$ cat config.mk
export PLATFORM = sky130hd
export DESIGN_NAME = ks_ctx_scheduler
export DESIGN_NICKNAME = d
export VERILOG_FILES = /design/src/rtl/ks_pkg.sv /design/src/rtl/ks_step_core.sv /design/src/rtl/ks_ctx_scheduler.sv
export SDC_FILE = /design/constraint.sdc
export NUM_CORES = 1
export LEC_CHECK = 0
export CAP_MARGIN = 20
export CORE_ASPECT_RATIO = 1.75
export CORE_MARGIN = 4
export CORE_UTILIZATION = 55
export DETAILED_ROUTE_END_ITERATION = 6
export HOLD_SLACK_MARGIN = 0.06
export PLACE_DENSITY = 0.79
export SLEW_MARGIN = 30
export SYNTH_ARGS = -nofsm -noshare
export SYNTH_HDL_FRONTEND = slang
export SYNTH_SLANG_ARGS = --single-unit
$ cat constraint.sdc
create_clock -name clk -period 2.95 [get_ports clk]
set_clock_uncertainty 0.15 [all_clocks]
set_input_delay 0.59 -clock clk [delete_from_list [all_inputs] [get_ports clk]]
set_output_delay 0.59 -clock clk [all_outputs]
set_load 0.1 [all_outputs]
$ cat src/rtl/ks_pkg.sv
// Shared definitions for the keystream context scheduler: FSM state codes,
// the saved-context payload, seed constants and the engine step math.
package ks_pkg;

  localparam logic [1:0] ST_IDLE = 2'd0;
  localparam logic [1:0] ST_WARM = 2'd1;
  localparam logic [1:0] ST_RUN  = 2'd2;
  localparam logic [1:0] ST_DONE = 2'd3;

  typedef struct packed {
    logic [7:0] s1;
    logic [7:0] s2;
    logic [7:0] s3;
  } ks_ctx_t;

  localparam ks_ctx_t CTX_RESET = '{s1: 8'h01, s2: 8'h02, s3: 8'h03};

  localparam logic [7:0] SEED_ZERO = 8'h00;
  localparam logic [7:0] SEED_ONES = 8'hFF;
  localparam logic [7:0] SEED_XOR  = 8'hA5;

  // Spread one seed byte across the three registers.
  function automatic ks_ctx_t seed_expand(input logic [7:0] seed);
    ks_ctx_t c;
    c.s1 = seed;
    c.s2 = {~seed[3:0], seed[7:4]};
    c.s3 = seed ^ SEED_XOR;
    return c;
  endfunction

  // Keystream bit produced by the current engine state.
  function automatic logic ks_bit(input ks_ctx_t c);
    return c.s1[0] ^ c.s2[0] ^ c.s3[0];
  endfunction

  // One engine step: each register shifts left with a cross-coupled feedback bit.
  function automatic ks_ctx_t ks_step(input ks_ctx_t c);
    ks_ctx_t n;
    n.s1 = {c.s1[6:0], c.s2[0] ^ c.s3[1]};
    n.s2 = {c.s2[6:0], c.s3[3] ^ c.s1[1]};
    n.s3 = {c.s3[6:0], c.s1[5] ^ c.s2[2]};
    return n;
  endfunction

endpackage

$ cat src/rtl/ks_step_core.sv
// Shared keystream stepping engine.
// Ports: load/ld_ctx replace the working state and clear the keystream shift
// register; step advances one step and shifts the produced bit in MSB-first.
// nxt_c is the state after one step from the current state; ks_byte_c is the
// keystream byte including the bit of the step in progress.
module ks_step_core
  import ks_pkg::*;
(
  input  logic       clk,
  input  logic       rst_n,
  input  logic       load,
  input  logic       step,
  input  ks_ctx_t    ld_ctx,
  output ks_ctx_t    nxt_c,
  output logic [7:0] ks_byte_c
);

  ks_ctx_t    st_q, st_d;
  logic [6:0] sr_q, sr_d;
  logic       bit_c;

  // Next-state and keystream assembly.
  always_comb begin
    bit_c     = ks_bit(st_q);
    nxt_c     = ks_step(st_q);
    st_d      = st_q;
    sr_d      = sr_q;
    ks_byte_c = {sr_q, bit_c};
    if (load) begin
      st_d = ld_ctx;
      sr_d = '0;
    end else if (step) begin
      st_d = nxt_c;
      sr_d = {sr_q[5:0], bit_c};
    end
  end

  always_ff @(posedge clk or negedge rst_n) begin
    if (!rst_n) begin
      st_q <= CTX_RESET;
      sr_q <= '0;
    end else begin
      st_q <= st_d;
      sr_q <= sr_d;
    end
  end

endmodule

$ cat src/rtl/ks_ctx_scheduler.sv
// Time-shares one keystream engine between NCH requester channels, each with
// a saved context. Round-robin grant, 8 steps per byte, XOR with the request
// byte, context write-back on DONE entry, result held until out_ready.
// Ports: req_valid/req_data/req_ready per-channel request side (req_ready is a
// combinational one-hot accept); cfg_we/cfg_ch/cfg_seed seed writes;
// out_valid/out_data/out_ch/out_ready result side; busy = not idle.
// Optional: define KS_WARMUP_EN to run WARMUP_STEPS discarded steps on the
// first grant after each seed load.
module ks_ctx_scheduler
  import ks_pkg::*;
#(
  parameter int unsigned  NCH          = 2,
  parameter int unsigned  WARMUP_STEPS = 16,
  localparam int unsigned CHW          = $clog2(NCH)
) (
  input  logic             clk,
  input  logic             rst_n,
  input  logic [NCH-1:0]   req_valid,
  input  logic [8*NCH-1:0] req_data,
  output logic [NCH-1:0]   req_ready,
  input  logic             cfg_we,
  input  logic [CHW-1:0]   cfg_ch,
  input  logic [7:0]       cfg_seed,
  output logic             out_valid,
  output logic [7:0]       out_data,
  output logic [CHW-1:0]   out_ch,
  input  logic             out_ready,
  output logic             busy
);

  logic [1:0]     state_q, state_d;
  logic [2:0]     cnt_q, cnt_d;
  logic [CHW-1:0] last_q, last_d, gnt_q, gnt_d;
  logic [7:0]     byte_q, byte_d;
  ks_ctx_t        ctx_q [NCH];
  ks_ctx_t        ctx_d [NCH];
  logic [NCH-1:0] seeded_q, seeded_d;
  logic           kill_q, kill_d;
  logic           out_valid_q, out_valid_d;
  logic [7:0]     out_data_q, out_data_d;
  logic [CHW-1:0] out_ch_q, out_ch_d;
  logic           busy_q, busy_d;

  logic [NCH-1:0] elig_c;
  logic           found_c;
  logic [CHW-1:0] gsel_c, cand_c;
  logic           seed_ok_c;
  logic           core_load_c, core_step_c;
  ks_ctx_t        core_nxt_c;
  logic [7:0]     ks_byte_c;

`ifdef KS_WARMUP_EN
  localparam int unsigned WCW = (WARMUP_STEPS > 1) ? $clog2(WARMUP_STEPS) : 1;
  logic [WCW-1:0] wcnt_q, wcnt_d;
  logic [NCH-1:0] warm_q, warm_d;
`else
  logic unused_warm;
  assign unused_warm = (WARMUP_STEPS != 0);
`endif

  ks_step_core u_core (
    .clk       (clk),
    .rst_n     (rst_n),
    .load      (core_load_c),
    .step      (core_step_c),
    .ld_ctx    (ctx_q[gsel_c]),
    .nxt_c     (core_nxt_c),
    .ks_byte_c (ks_byte_c)
  );

  // Round-robin search starting just after the last granted channel.
  always_comb begin
    elig_c  = req_valid & seeded_q;
    found_c = 1'b0;
    gsel_c  = '0;
    cand_c  = '0;
    for (int unsigned k = 1; k <= NCH; k++) begin
      cand_c = CHW'((32'(last_q) + k) % NCH);
      if (!found_c && elig_c[cand_c]) begin
        found_c = 1'b1;
        gsel_c  = cand_c;
      end
    end
  end

  assign seed_ok_c = cfg_we && (cfg_seed != SEED_ZERO) && (cfg_seed != SEED_ONES)
                     && (32'(cfg_ch) < NCH);

  // FSM next state, context bookkeeping and registered outputs.
  always_comb begin
    state_d     = state_q;
    cnt_d       = cnt_q;
    last_d      = last_q;
    gnt_d       = gnt_q;
    byte_d      = byte_q;
    ctx_d       = ctx_q;
    seeded_d    = seeded_q;
    kill_d      = kill_q;
    out_valid_d = out_valid_q;
    out_data_d  = out_data_q;
    out_ch_d    = out_ch_q;
    req_ready   = '0;
    core_load_c = 1'b0;
    core_step_c = 1'b0;
`ifdef KS_WARMUP_EN
    wcnt_d      = wcnt_q;
    warm_d      = warm_q;
`endif

    case (state_q)
      ST_IDLE: begin
        if (found_c) begin
          req_ready[gsel_c] = 1'b1;
          core_load_c       = 1'b1;
          last_d            = gsel_c;
          gnt_d             = gsel_c;
          kill_d            = 1'b0;
          cnt_d             = '0;
          for (int unsigned i = 0; i < NCH; i++) begin
            if (gsel_c == CHW'(i)) byte_d = req_data[i*8 +: 8];
          end
`ifdef KS_WARMUP_EN
          wcnt_d  = '0;
          state_d = warm_q[gsel_c] ? ST_WARM : ST_RUN;
`else
          state_d = ST_RUN;
`endif
        end
      end
`ifdef KS_WARMUP_EN
      ST_WARM: begin
        core_step_c = 1'b1;
        wcnt_d      = wcnt_q + WCW'(1);
        if (wcnt_q == WCW'(WARMUP_STEPS - 1)) begin
          state_d = ST_RUN;
          cnt_d   = '0;
          wcnt_d  = '0;
          // A reseed during warm-up owns the flag; keep it for the next grant.
          if (!kill_q) warm_d[gnt_q] = 1'b0;
        end
      end
`endif
      ST_RUN: begin
        core_step_c = 1'b1;
        cnt_d       = cnt_q + 3'd1;
        if (cnt_q == 3'd7) begin
          state_d     = ST_DONE;
          out_valid_d = 1'b1;
          out_data_d  = byte_q ^ ks_byte_c;
          out_ch_d    = gnt_q;
          if (!kill_q) ctx_d[gnt_q] = core_nxt_c;
        end
      end
      ST_DONE: begin
        if (out_ready) begin
          state_d     = ST_IDLE;
          out_valid_d = 1'b0;
          out_data_d  = '0;
          out_ch_d    = '0;
        end
      end
      default: state_d = ST_IDLE;
    endcase

    // Seed writes apply in any state and take priority over write-back.
    if (seed_ok_c) begin
      ctx_d[cfg_ch]    = seed_expand(cfg_seed);
      seeded_d[cfg_ch] = 1'b1;
`ifdef KS_WARMUP_EN
      warm_d[cfg_ch]   = 1'b1;
`endif
      if ((cfg_ch == gnt_d) && (state_d != ST_IDLE)) kill_d = 1'b1;
    end

    busy_d = (state_d != ST_IDLE);
  end

  always_ff @(posedge clk or negedge rst_n) begin
    if (!rst_n) begin
      state_q     <= ST_IDLE;
      cnt_q       <= '0;
      last_q      <= CHW'(NCH - 1);
      gnt_q       <= '0;
      byte_q      <= '0;
      for (int unsigned i = 0; i < NCH; i++) ctx_q[i] <= CTX_RESET;
      seeded_q    <= '0;
      kill_q      <= 1'b0;
      out_valid_q <= 1'b0;
      out_data_q  <= '0;
      out_ch_q    <= '0;
      busy_q      <= 1'b0;
`ifdef KS_WARMUP_EN
      wcnt_q      <= '0;
      warm_q      <= '0;
`endif
    end else begin
      state_q     <= state_d;
      cnt_q       <= cnt_d;
      last_q      <= last_d;
      gnt_q       <= gnt_d;
      byte_q      <= byte_d;
      ctx_q       <= ctx_d;
      seeded_q    <= seeded_d;
      kill_q      <= kill_d;
      out_valid_q <= out_valid_d;
      out_data_q  <= out_data_d;
      out_ch_q    <= out_ch_d;
      busy_q      <= busy_d;
`ifdef KS_WARMUP_EN
      wcnt_q      <= wcnt_d;
      warm_q      <= warm_d;
`endif
    end
  end

  assign out_valid = out_valid_q;
  assign out_data  = out_data_q;
  assign out_ch    = out_ch_q;
  assign busy      = busy_q;

endmodule

==> results of run 1 <==
worst max-delay path, cell delays in order:
cell	delay [ns]
clkdlybuf4s50_1	0.56
a22oi_1	0.20
a311oi_2	0.28
buf_4	0.19
buf_12	0.17
cells in the mapped netlist:
cell / n / share of area [%]
a21o_1: 4 / 0.84
nand4_1: 3 / 0.52
clkbuf_1: 8 / 0.84
nor3_1: 1 / 0.14
xnor2_1: 8 / 1.9
xor2_1: 5 / 1.2
and3_1: 2 / 0.35
a22oi_1: 11 / 2.3
or2_1: 2 / 0.35
a311oi_1: 1 / 0.24
a221oi_1: 7 / 1.7
nor4_1: 2 / 0.35
inv_1: 2 / 0.21
o31ai_1: 1 / 0.21
ha_1: 2 / 0.70
nand2_1: 47 / 4.9
mux2_2: 35 / 11
o21ai_0: 19 / 2.6
nor3_2: 1 / 0.28
a21oi_1: 15 / 2.1
nor2_1: 17 / 1.8
dfstp_2: 13 / 9.5
or2_2: 2 / 0.35
or3_1: 1 / 0.17
nand3b_1: 1 / 0.21
a22o_1: 8 / 1.9
buf_6: 1 / 0.31
nand3_1: 2 / 0.28
mux2_1: 1 / 0.31
a31oi_1: 3 / 0.52
dfrtp_1: 62 / 43
mux2i_1: 10 / 2.8
nand2b_1: 2 / 0.35
or2b_1: 1 / 0.21
mux2_4: 8 / 3.3
and4b_1: 1 / 0.28
buf_2: 10 / 1.4
nand4bb_1: 1 / 0.31
power by group through the flow:
stage / sequential [mW] / clock (mW) / combinational, mW
2_1_floorplan: 2.19 / 0 / 1.21
3_3_place_gp: 1.80 / 0 / 2.19
3_5_place_dp: 1.82 / 0 / 2.26
4_1_cts: 1.80 / 0.712 / 2.26
5_1_grt: 1.86 / 0.757 / 2.43
6_report: 1.80 / 0.696 / 2.24
area by class of cell:
class | instances | area [µm²] | area share, %
inverters | 2 | 7.51 | 0.172
well taps | 80 | 100 | 2.29
repair buffers | 62 | 586 | 13.4
clock inverters | 5 | 30.0 | 0.688
clock buffers | 11 | 141 | 3.24
multi-input cells | 224 | 1610 | 36.8
flip-flops and latches | 75 | 1890 | 43.4
kinds of logic (layout without fill, tap and decap cells):
| group | count (synthesis) | after routing | synth area share (%) |
|---|---|---|---|
| AOI/OAI and AO/OA | 69 | 69 | 12.5 |
| DFF | 75 | 75 | 52.7 |
| buffers and inverters | 21 | 80 | 2.75 |
| xor gates and xnor gates | 13 | 13 | 3.17 |
| adders and majority gates | 2 | 2 | 0.696 |
| and+or+nand+nor | 86 | 86 | 10.8 |
| muxes | 54 | 54 | 17.4 |
sequential cells by signal, summed over array words and instances (netlist names), 2 cells and up:
signal / cells
byte_q: 8
cnt_q: 3
ctx_q: 26
out_data: 8
seeded_q: 2
state_q: 2
u_core.nxt_c: 13
u_core.sr_q: 7
routing by layer:
layer | global-route usage (%) | vias up | wire length (µm)
li1 | - | 1259 | -
met1 | 24.6 | 1350 | 3130
met2 | 41.2 | 71 | 4590
met3 | 3.94 | 16 | 370
met4 | 11.6 | 0 | 195
met5 | 0 | - | 0
how the worst max path moves through the flow:
stage	end	depth (start not counted)	start
floorplan	req_ready[1]	3	req_valid[0]
global placement	u_core.nxt_c[20]	7	req_valid[1]
detailed placement	u_core.nxt_c[20]	7	req_valid[1]
CTS	req_ready[0]	5	req_valid[1]
global route	req_ready[0]	5	req_valid[1]
finish	req_ready[0]	5	req_valid[1]
==> metrics.md, run 1 <==
| Metric | Value |
|---|---|
| Net count of the mapped netlist | `353` |
| Vertical extent of the die | `115 µm` |
| Hold_buf cts | `0` |
| Critical Path Source Type | `input port` |
| Number of detailed-route iterations in the first pass | `6` |
| Total number of H-tree levels | `3` |
| Vias per inst | `5.87` |
| Width of the die | `69.1 µm` |
| Die outline area | `0.00794 mm²` |
| Clock sink count | `75` |
| Area post-placement | `0.00420 mm²` |
| First-pass GRT wire length | `13.8 mm` |
| Setup TNS | `0 ns` |
| Share of the clock period used by the worst path after layout | `92.4%` |
| Relative contribution of combinational cells to total power | `47.3%` |
| Number of design-rule violations left by the first detailed-router iteration | `235` |
| VDD IR-drop max | `0.528 mV` |
| Mean area per synthesized cell | `11.2 µm²` |
| Minimum hold slack | `0.101 ns` |
| Commonest non-fill, non-tap cells in the layout | `dfrtp_1 (62), nand2_1 (47), mux2_2 (35)` |
| Clock buffers created by TritonCTS | `9` |
| Root Driver | `clkbuf_8` |
| Static Leak | `1.91 nW` |
| Setup slack on the worst flop-to-flop path | `0.63 ns` |
| Clock network fraction of design power | `14.7%` |
| Path type of the worst setup path | `in2out` |
| Data arrival time of the critical path | `1.98 ns` |
| Commonest non-fill, non-tap cell in the layout | `dfrtp_1` |
| Switching power summed over all nets | `2.06 mW` |
| Syn-to-layout area delta | `21.5%` |
| Filler cell count in the final layout | `486` |
| Post-synthesis instance total | `320` |
| Power per cell area | `1090 mW/mm²` |
| Switching portion of total power | `43.5%` |
| Floorplan core area | `0.00628 mm²` |
| Setup Fix Bufs, Post-CTS | `0` |
| Total placed cells including tap cells | `443` |
| Cell-internal power | `2.68 mW` |
| Post-route setup slack | `0.225 ns` |
| Number of antenna violations at the first check in global routing | `0` |
| Final weighted congestion in routability-driven placement | `0.827` |
| Clock insertion delay at the later pin of the skew report | `0.35 ns` |
| Max Freq | `0.367 GHz` |
| Unrepaired setup endpoints after global routing | `no` |
| Number of distinct standard cells referenced by the synthesized netlist | `38` |
| Endpoint type of the worst setup path | `output port` |
| Slew @ Worst Pin | `0.667 ns` |
| Yosys warning count | `0` |
| Port Buf Inserts | `43` |
| Final Net Count | `407` |
| CTS tree | `built` |
| Reg-to-reg endpoint | `ctx_q[20]` |
| CTS Buffer Depth | `2` |
| Layout cell share with drive strength beyond 1 | `28.5%` |
| Initial Util | `57.3%` |
| I/O pin count | `44` |
| Estimated wirelength of the detail-placed design | `5.87 mm` |
| DRC violation count after routing | `0` |
| Final setup violation count | `0` |
| Wire per inst | `18.0 µm` |
| Worst min path class | `in2async` |
| Largest net degree at the start of global routing | `76` |
| Data required time at the worst endpoint | `2.21 ns` |
| Sum of overflow across all layers after global routing | `0` |
| Number of cells traversed by the worst register-to-register path | `8` |
| Wire length reported by the detailed router | `8.28 mm` |
| Via count of the first global-routing pass | `2826` |
| Pwr Total | `4.74 mW` |
| Final critical path time including I/O delays and setup | `2.72 ns` |
| Total count of hold-check failures in the final report | `0` |
| Post-route non-filler standard cell count | `459` |
| Final core occ | `69.6%` |
| Clock slew at the register clock pins of the worst setup and hold paths | `0.07 ns` |
| Post-route standard cell area excluding fillers | `0.00437 mm²` |
| Sequential area share after synthesis | `52.7%` |
| Final Slew Violations | `0` |
| Final antenna-violating net count | `0` |
| Overall Global Routing Usage | `22.4%` |
| Post-synthesis instance area | `0.00359 mm²` |
| Count of instances resized after the clock tree is built | `0` |
| Outcome | `finished clean` |
| Total number of placement rows | `38` |
| Headroom to the max-slew limit | `55.5%` |
| Reg-to-reg startpoint | `cnt_q[0]` |
| Register bit count reported by yosys | `75` |
| Part of the total power dissipated in sequential elements | `38.1%` |
| Pre-CTS setup slack | `0.205 ns` |
| Max-cap violations | `0` |
| Diodes inserted | `0` |
| Detailed-route via count | `2696` |
| Peak fanout along the critical path | `5` |
Note: power is estimated with default switching activity, not from simulation.
==> run 2, diff against run 1 <==
--- a/config.mk
+++ b/config.mk
@@ -8,10 +8,9 @@
 export CAP_MARGIN = 20
 export CORE_ASPECT_RATIO = 1.75
 export CORE_MARGIN = 4
-export CORE_UTILIZATION = 55
+export CORE_UTILIZATION = 35
 export DETAILED_ROUTE_END_ITERATION = 6
 export HOLD_SLACK_MARGIN = 0.06
-export PLACE_DENSITY = 0.79
 export SLEW_MARGIN = 30
 export SYNTH_ARGS = -nofsm -noshare
 export SYNTH_HDL_FRONTEND = slang
==> metrics.md, run 2 (same netlist as run 1, synthesis figures left out) <==
| Metric | Value |
|---|---|
| Floorplan core area | `0.00997 mm² (+59%)` |
| Initial Util | `36.1% (-21 points)` |
| Final critical path time including I/O delays and setup | `2.76 ns (+0.0315 ns)` |
| Final antenna-violating net count | `0 (unchanged)` |
| DRC violation count after routing | `0 (unchanged)` |
| Wire length reported by the detailed router | `8.77 mm (+5.8%)` |
| Total number of H-tree levels | `3 (unchanged)` |
| Total number of placement rows | `48 (+26%)` |
| Number of detailed-route iterations in the first pass | `4 (-2)` |
| Outcome | `finished clean` |
| Detailed-route via count | `2651 (-1.7%)` |
| Path type of the worst setup path | `in2out` |
| Number of design-rule violations left by the first detailed-router iteration | `81 (-66%)` |
| Max Freq | `0.363 GHz (-1.1%)` |
| Max-cap violations | `0 (unchanged)` |
| Number of antenna violations at the first check in global routing | `0 (unchanged)` |
| Static Leak | `1.99 nW (+3.9%)` |
| First-pass GRT wire length | `14.3 mm (+4.0%)` |
| Commonest non-fill, non-tap cells in the layout | `dfrtp_1 (62), nand2_1 (47), mux2_2 (35)` |
| CP peak stage delay | `0.54 ns (-0.02 ns)` |
| Diodes inserted | `0 (unchanged)` |
| Final weighted congestion in routability-driven placement | `0.766 (-7.4%)` |
| Critical Path Source Type | `input port` |
| Wire per inst | `17.5 µm (-3.2%)` |
| VDD IR-drop max | `0.486 mV (-7.9%)` |
| Vertical extent of the die | `142 µm (+24%)` |
| Ordered cell list for the critical path | `clkdlybuf4s50_1, nand4bb_1, nor2_1, buf_4, buf_12` |
| Fraction of met2 tracks used by global routing | `28.0% (-13 points)` |
| Slew @ Worst Pin | `0.822 ns (+0.155 ns)` |
| Headroom to the max-slew limit | `45.2% (-10 points)` |
| Clock insertion delay at the later pin of the skew report | `0.33 ns (-0.02 ns)` |
| I/O pin count | `44 (unchanged)` |
| Post-route setup slack | `0.194 ns (-0.0315 ns)` |
| Syn-to-layout area delta | `27.4%` |
| Reg-to-reg startpoint | `cnt_q[0]` |
| Largest net degree at the start of global routing | `26 (-66%)` |
| Top register by number of flip-flops | `ctx_q` |
| Endpoint type of the worst setup path | `output port` |
| CTS tree | `built` |
| Global routing met1 resource utilization | `16.1% (-8.4 points)` |
| Worst min path class | `in2async` |
| Setup TNS | `0 ns (unchanged)` |
| Data arrival time of the critical path | `2.02 ns (+0.04 ns)` |
| Peak fanout along the critical path | `4 (-1)` |
| Final Slew Violations | `0 (unchanged)` |
| Sum of overflow across all layers after global routing | `0 (unchanged)` |
| Power per cell area | `1150 mW/mm² (+6.1%)` |
| Hold_buf cts | `0 (unchanged)` |
| Clock slew at the register clock pins of the worst setup and hold paths | `0.06 ns (about the same)` |
| Setup Fix Bufs, Post-CTS | `0 (unchanged)` |
| CTS Buffer Depth | `2 (unchanged)` |
| Final setup violation count | `0 (unchanged)` |
| Layout cell share with drive strength beyond 1 | `28.1% (-0.38 points)` |
| Total count of hold-check failures in the final report | `0 (unchanged)` |
| Estimated wirelength of the detail-placed design | `6.41 mm (+9.2%)` |
| Die outline area | `0.0120 mm² (+51%)` |
| Unrepaired setup endpoints after global routing | `no` |
| Via count of the first global-routing pass | `2744 (-2.9%)` |
| Count of instances resized after the clock tree is built | `0 (unchanged)` |
| Layer with the highest usage | `met2` |
| Global routing met3 resource utilization | `3.01% (-0.92 points)` |
| Pre-CTS setup slack | `0.206 ns (+0.000692 ns)` |
| Vias per inst | `5.28 (-10%)` |
| Overall Global Routing Usage | `15.5% (-7.0 points)` |
| Root Driver | `clkbuf_16` |
| Filler cell count in the final layout | `935 (+92%)` |
| Commonest non-fill, non-tap cell in the layout | `dfrtp_1` |
| Critical path's slowest cell | `clkdlybuf4s50_1` |
| Clock sink count | `75 (unchanged)` |
| Worst Setup SP | `req_valid[1]` |
| Data required time at the worst endpoint | `2.21 ns (about the same)` |
| Clock buffers created by TritonCTS | `9 (unchanged)` |
| Width of the die | `84.6 µm (+22%)` |
| Final Net Count | `405 (-0.49%)` |
| Max FFs per register | `26 (unchanged)` |
| Share of the clock period used by the worst path after layout | `93.4% (+1.1 points)` |
| Port Buf Inserts | `43 (unchanged)` |
==> run 2: changes by cell type in the layout (fill, tap and decap cells not counted) <==
| cell | previous run | this run |
|---|---|---|
| buf_4 | 28 | 26 |
| bufinv_16 | 0 | 3 |
| clkbuf_16 | 0 | 9 |
| clkbuf_8 | 10 | 1 |
| clkinv_2 | 3 | 2 |
| clkinvlp_4 | 2 | 0 |
==> run 2: power by group <==
part,leakage (nW),internal [mW],switching (mW)
Clock,0.169,0.846,0.408
Combinational,0.939,0.870,1.34
Sequential,0.880,1.48,0.331
Total,1.99,3.19,2.08
==> run 2: worst max-delay path, delay by kind of cell <==
kind                   cells  cell delay [ns]
buffers and inverters      3             0.91
and+or+nand+nor            2             0.51
==> run 2: layout make-up <==
class                   count  area [µm²]  area share, %
flip-flops and latches     75        1890           41.3
multi-input cells         224        1610           35.1
repair buffers             60         571           12.5
clock buffers              11         243           5.30
well taps                 125         156           3.42
clock inverters             5         100           2.19
inverters                   2        7.51          0.164
==> run 2: worst paths after layout <==
path / endpoint / slack (ns) / cells after the start
max: req_ready[1] / 0.19 / 5
min: ctx_q[44] / 0.08 / 1
max reg2reg: ctx_q[32] / 0.39 / 6
min reg2reg: u_core.nxt_c[2] / 0.31 / 2
max in group asynchronous: u_core.nxt_c[3] / 1.95 / 2
min in group clk: u_core.nxt_c[2] / 0.31 / 2
==> run 2: per-layer routing <==
metal	vias up	wire length, µm	share of wire (%)
li1	1242	-	-
met1	1322	3230	37
met2	69	4810	55
met3	18	418	4.8
met4	0	309	3.5
met5	-	0	0
==> run 2: stage by stage <==
step           total power [mW]  hold slack, ns  cells  util (%)  area, µm²
6_report                   5.27          0.0772    502      45.9       4580
5_1_grt                    5.59           0.112    502      45.9       4580
4_1_cts                    5.33          0.0792    502      45.9       4580
3_5_place_dp               4.06           0.307    486      42.5       4240
3_3_place_gp               4.01           0.306    486      42.5       4240
2_1_floorplan              3.39           0.144    320         -       3590
==> run 3, diff against run 2 <==
==> constraint.sdc (replaced) <==
create_clock -name clk -period 3.3 [get_ports clk]
set_clock_uncertainty 0.15 [all_clocks]
set_input_delay 0.66 -clock clk [delete_from_list [all_inputs] [get_ports clk]]
set_output_delay 0.66 -clock clk [all_outputs]
set_load 0.1 [all_outputs]
==> metrics.md, run 3 (same netlist as run 1, synthesis figures left out) <==
| Metric | Value |
|---|---|
| Minimum hold slack | `0.170 ns (+0.0929 ns)` |
| Width of the die | `84.6 µm (unchanged)` |
| Clock buffers created by TritonCTS | `9 (unchanged)` |
| Endpoint type of the worst setup path | `output port` |
| Floorplan core area | `0.00997 mm² (unchanged)` |
| Syn-to-layout area delta | `25.1%` |
| Clock insertion delay at the later pin of the skew report | `0.33 ns (about the same)` |
| Reg-to-reg endpoint | `ctx_q[27]` |
| VDD IR-drop max | `0.652 mV (+34%)` |
| Final weighted congestion in routability-driven placement | `0.799 (+4.2%)` |
| Commonest non-fill, non-tap cells in the layout | `dfrtp_1 (62), nand2_1 (47), mux2_2 (35)` |
| Total number of H-tree levels | `3 (unchanged)` |
| Power per cell area | `1010 mW/mm² (-12%)` |
| Critical Path Source Type | `input port` |
| Final Net Count | `400 (-1.2%)` |
| First-pass GRT wire length | `14.5 mm (+1.1%)` |
| Detailed-route via count | `2604 (-1.8%)` |
| Data required time at the worst endpoint | `2.49 ns (+0.28 ns)` |
| Final setup violation count | `0 (unchanged)` |
| Clock slew at the register clock pins of the worst setup and hold paths | `0.05 ns (about the same)` |
| Static Leak | `1.94 nW (-2.2%)` |
| CTS tree | `built` |
| DRC violation count after routing | `0 (unchanged)` |
| Path type of the worst setup path | `in2out` |
| Clock sink count | `75 (unchanged)` |
| Hold_buf cts | `0 (unchanged)` |
| Initial Util | `36.1% (unchanged)` |
| Worst min path class | `in2async` |
| Total number of placement rows | `48 (unchanged)` |
| Number of cells traversed by the worst register-to-register path | `6 (unchanged)` |
| Post-route standard cell area excluding fillers | `0.00450 mm² (-1.8%)` |
| Final Slew Violations | `0 (unchanged)` |
| Largest net degree at the start of global routing | `76 (+190%)` |
| Setup Fix Bufs, Post-CTS | `0 (unchanged)` |
| Max FFs per register | `26 (unchanged)` |
| Final critical path time including I/O delays and setup | `2.85 ns` |
| Share of the clock period used by the worst path after layout | `86.4%` |
| Setup slack on the worst flop-to-flop path | `0.76 ns (+0.37 ns)` |
| Number of design-rule violations left by the first detailed-router iteration | `158 (+95%)` |
| Data arrival time of the critical path | `2.04 ns (+0.02 ns)` |
| Top register by number of flip-flops | `ctx_q` |
| Headroom to the max-slew limit | `46.4% (+1.2 points)` |
| Via count of the first global-routing pass | `2761 (+0.62%)` |
| Setup TNS | `0 ns (unchanged)` |
| Estimated wirelength of the detail-placed design | `6.16 mm (-3.8%)` |
| Area of combinational cells with multiple inputs | `0.00161 mm² (unchanged)` |
| CTS Buffer Depth | `2 (unchanged)` |
| Total count of hold-check failures in the final report | `0 (unchanged)` |
| Wire length reported by the detailed router | `8.81 mm (+0.51%)` |
| Number of antenna violations at the first check in global routing | `0 (unchanged)` |
| Vertical extent of the die | `142 µm (unchanged)` |
| Sum of overflow across all layers after global routing | `0 (unchanged)` |
| Outcome | `finished clean` |
| Unrepaired setup endpoints after global routing | `no` |
| Final antenna-violating net count | `0 (unchanged)` |
| Number of detailed-route iterations in the first pass | `4 (unchanged)` |
| Sequential standard cell area | `0.00189 mm² (unchanged)` |
| Peak fanout along the critical path | `4 (unchanged)` |
| Diodes inserted | `0 (unchanged)` |
| Max-cap violations | `0 (unchanged)` |
| Vias per inst | `5.24 (-0.78%)` |
| Slew @ Worst Pin | `0.804 ns (-0.0184 ns)` |
| Port Buf Inserts | `43 (unchanged)` |
| Layout cell share with drive strength beyond 1 | `26.6% (-1.5 points)` |
| Root Driver | `clkbuf_16` |
| I/O pin count | `44 (unchanged)` |
| Filler cell count in the final layout | `977 (+4.5%)` |
| Wire per inst | `17.7 µm (+1.5%)` |
| Overall Global Routing Usage | `15.7% (+0.24 points)` |
| Reg-to-reg startpoint | `cnt_q[0]` |
| Area post-placement | `0.00420 mm² (-0.89%)` |
| Count of instances resized after the clock tree is built | `0 (unchanged)` |
| Max Freq | `0.351 GHz` |
| Die outline area | `0.0120 mm² (unchanged)` |
| Commonest non-fill, non-tap cell in the layout | `dfrtp_1` |
==> run 3: changes by cell type in the layout (fill, tap and decap cells not counted) <==
cell / before / now
buf_4: 26 / 21
bufinv_16: 3 / 1
clkbuf_1: 1 / 3
clkbuf_8: 1 / 2
clkinv_2: 2 / 1
==> run 3: power by group <==
group | switching, mW | total (mW) | internal (mW)
clock | 0.352 | 0.978 | 0.626
combinational | 1.20 | 1.95 | 0.754
sequential | 0.294 | 1.62 | 1.32
==> run 3: cell type report <==
cell class	instances	area share, %
flip-flops and latches	75	42.1
multi-input cells	224	35.8
repair buffers	55	11.8
clock buffers	14	5.87
well taps	125	3.48
clock inverters	2	0.779
inverters	2	0.167
==> run 3: worst max path at each step <==
stage	startpoint	endpoint	slack, ns	depth (start not counted)
2_1_floorplan	req_valid[0]	req_ready[1]	0.43	3
3_3_place_gp	cfg_seed[3]	ctx_q[43]	0.45	5
3_5_place_dp	cfg_seed[3]	ctx_q[27]	0.43	5
4_1_cts	req_valid[1]	req_ready[1]	0.44	4
5_1_grt	req_valid[1]	req_ready[1]	0.39	4
6_report	req_valid[1]	req_ready[1]	0.45	4
==> run 3: layer usage <==
metal  global-route usage [%]  share of wire, %
met3                     3.42               3.9
met1                     16.5                38
met5                        0                 0
met4                     7.67               2.3
met2                     29.0                56
==> run 3: stage by stage <==
step	util [%]	power, mW	instances	worst slack [ns]
finish	45.1	4.54	497	0.450
global route	45.1	4.84	497	0.394
CTS	45.1	4.60	497	0.437
detailed placement	42.1	3.60	481	0.433
global placement	42.1	3.56	481	0.453
floorplan	-	3.03	320	0.431
==> run 3: worst max-delay path, cell delays in order <==
cell	delay, ns
clkdlybuf4s50_1	0.54
nand4bb_1	0.19
nor2_1	0.41
buf_12	0.24
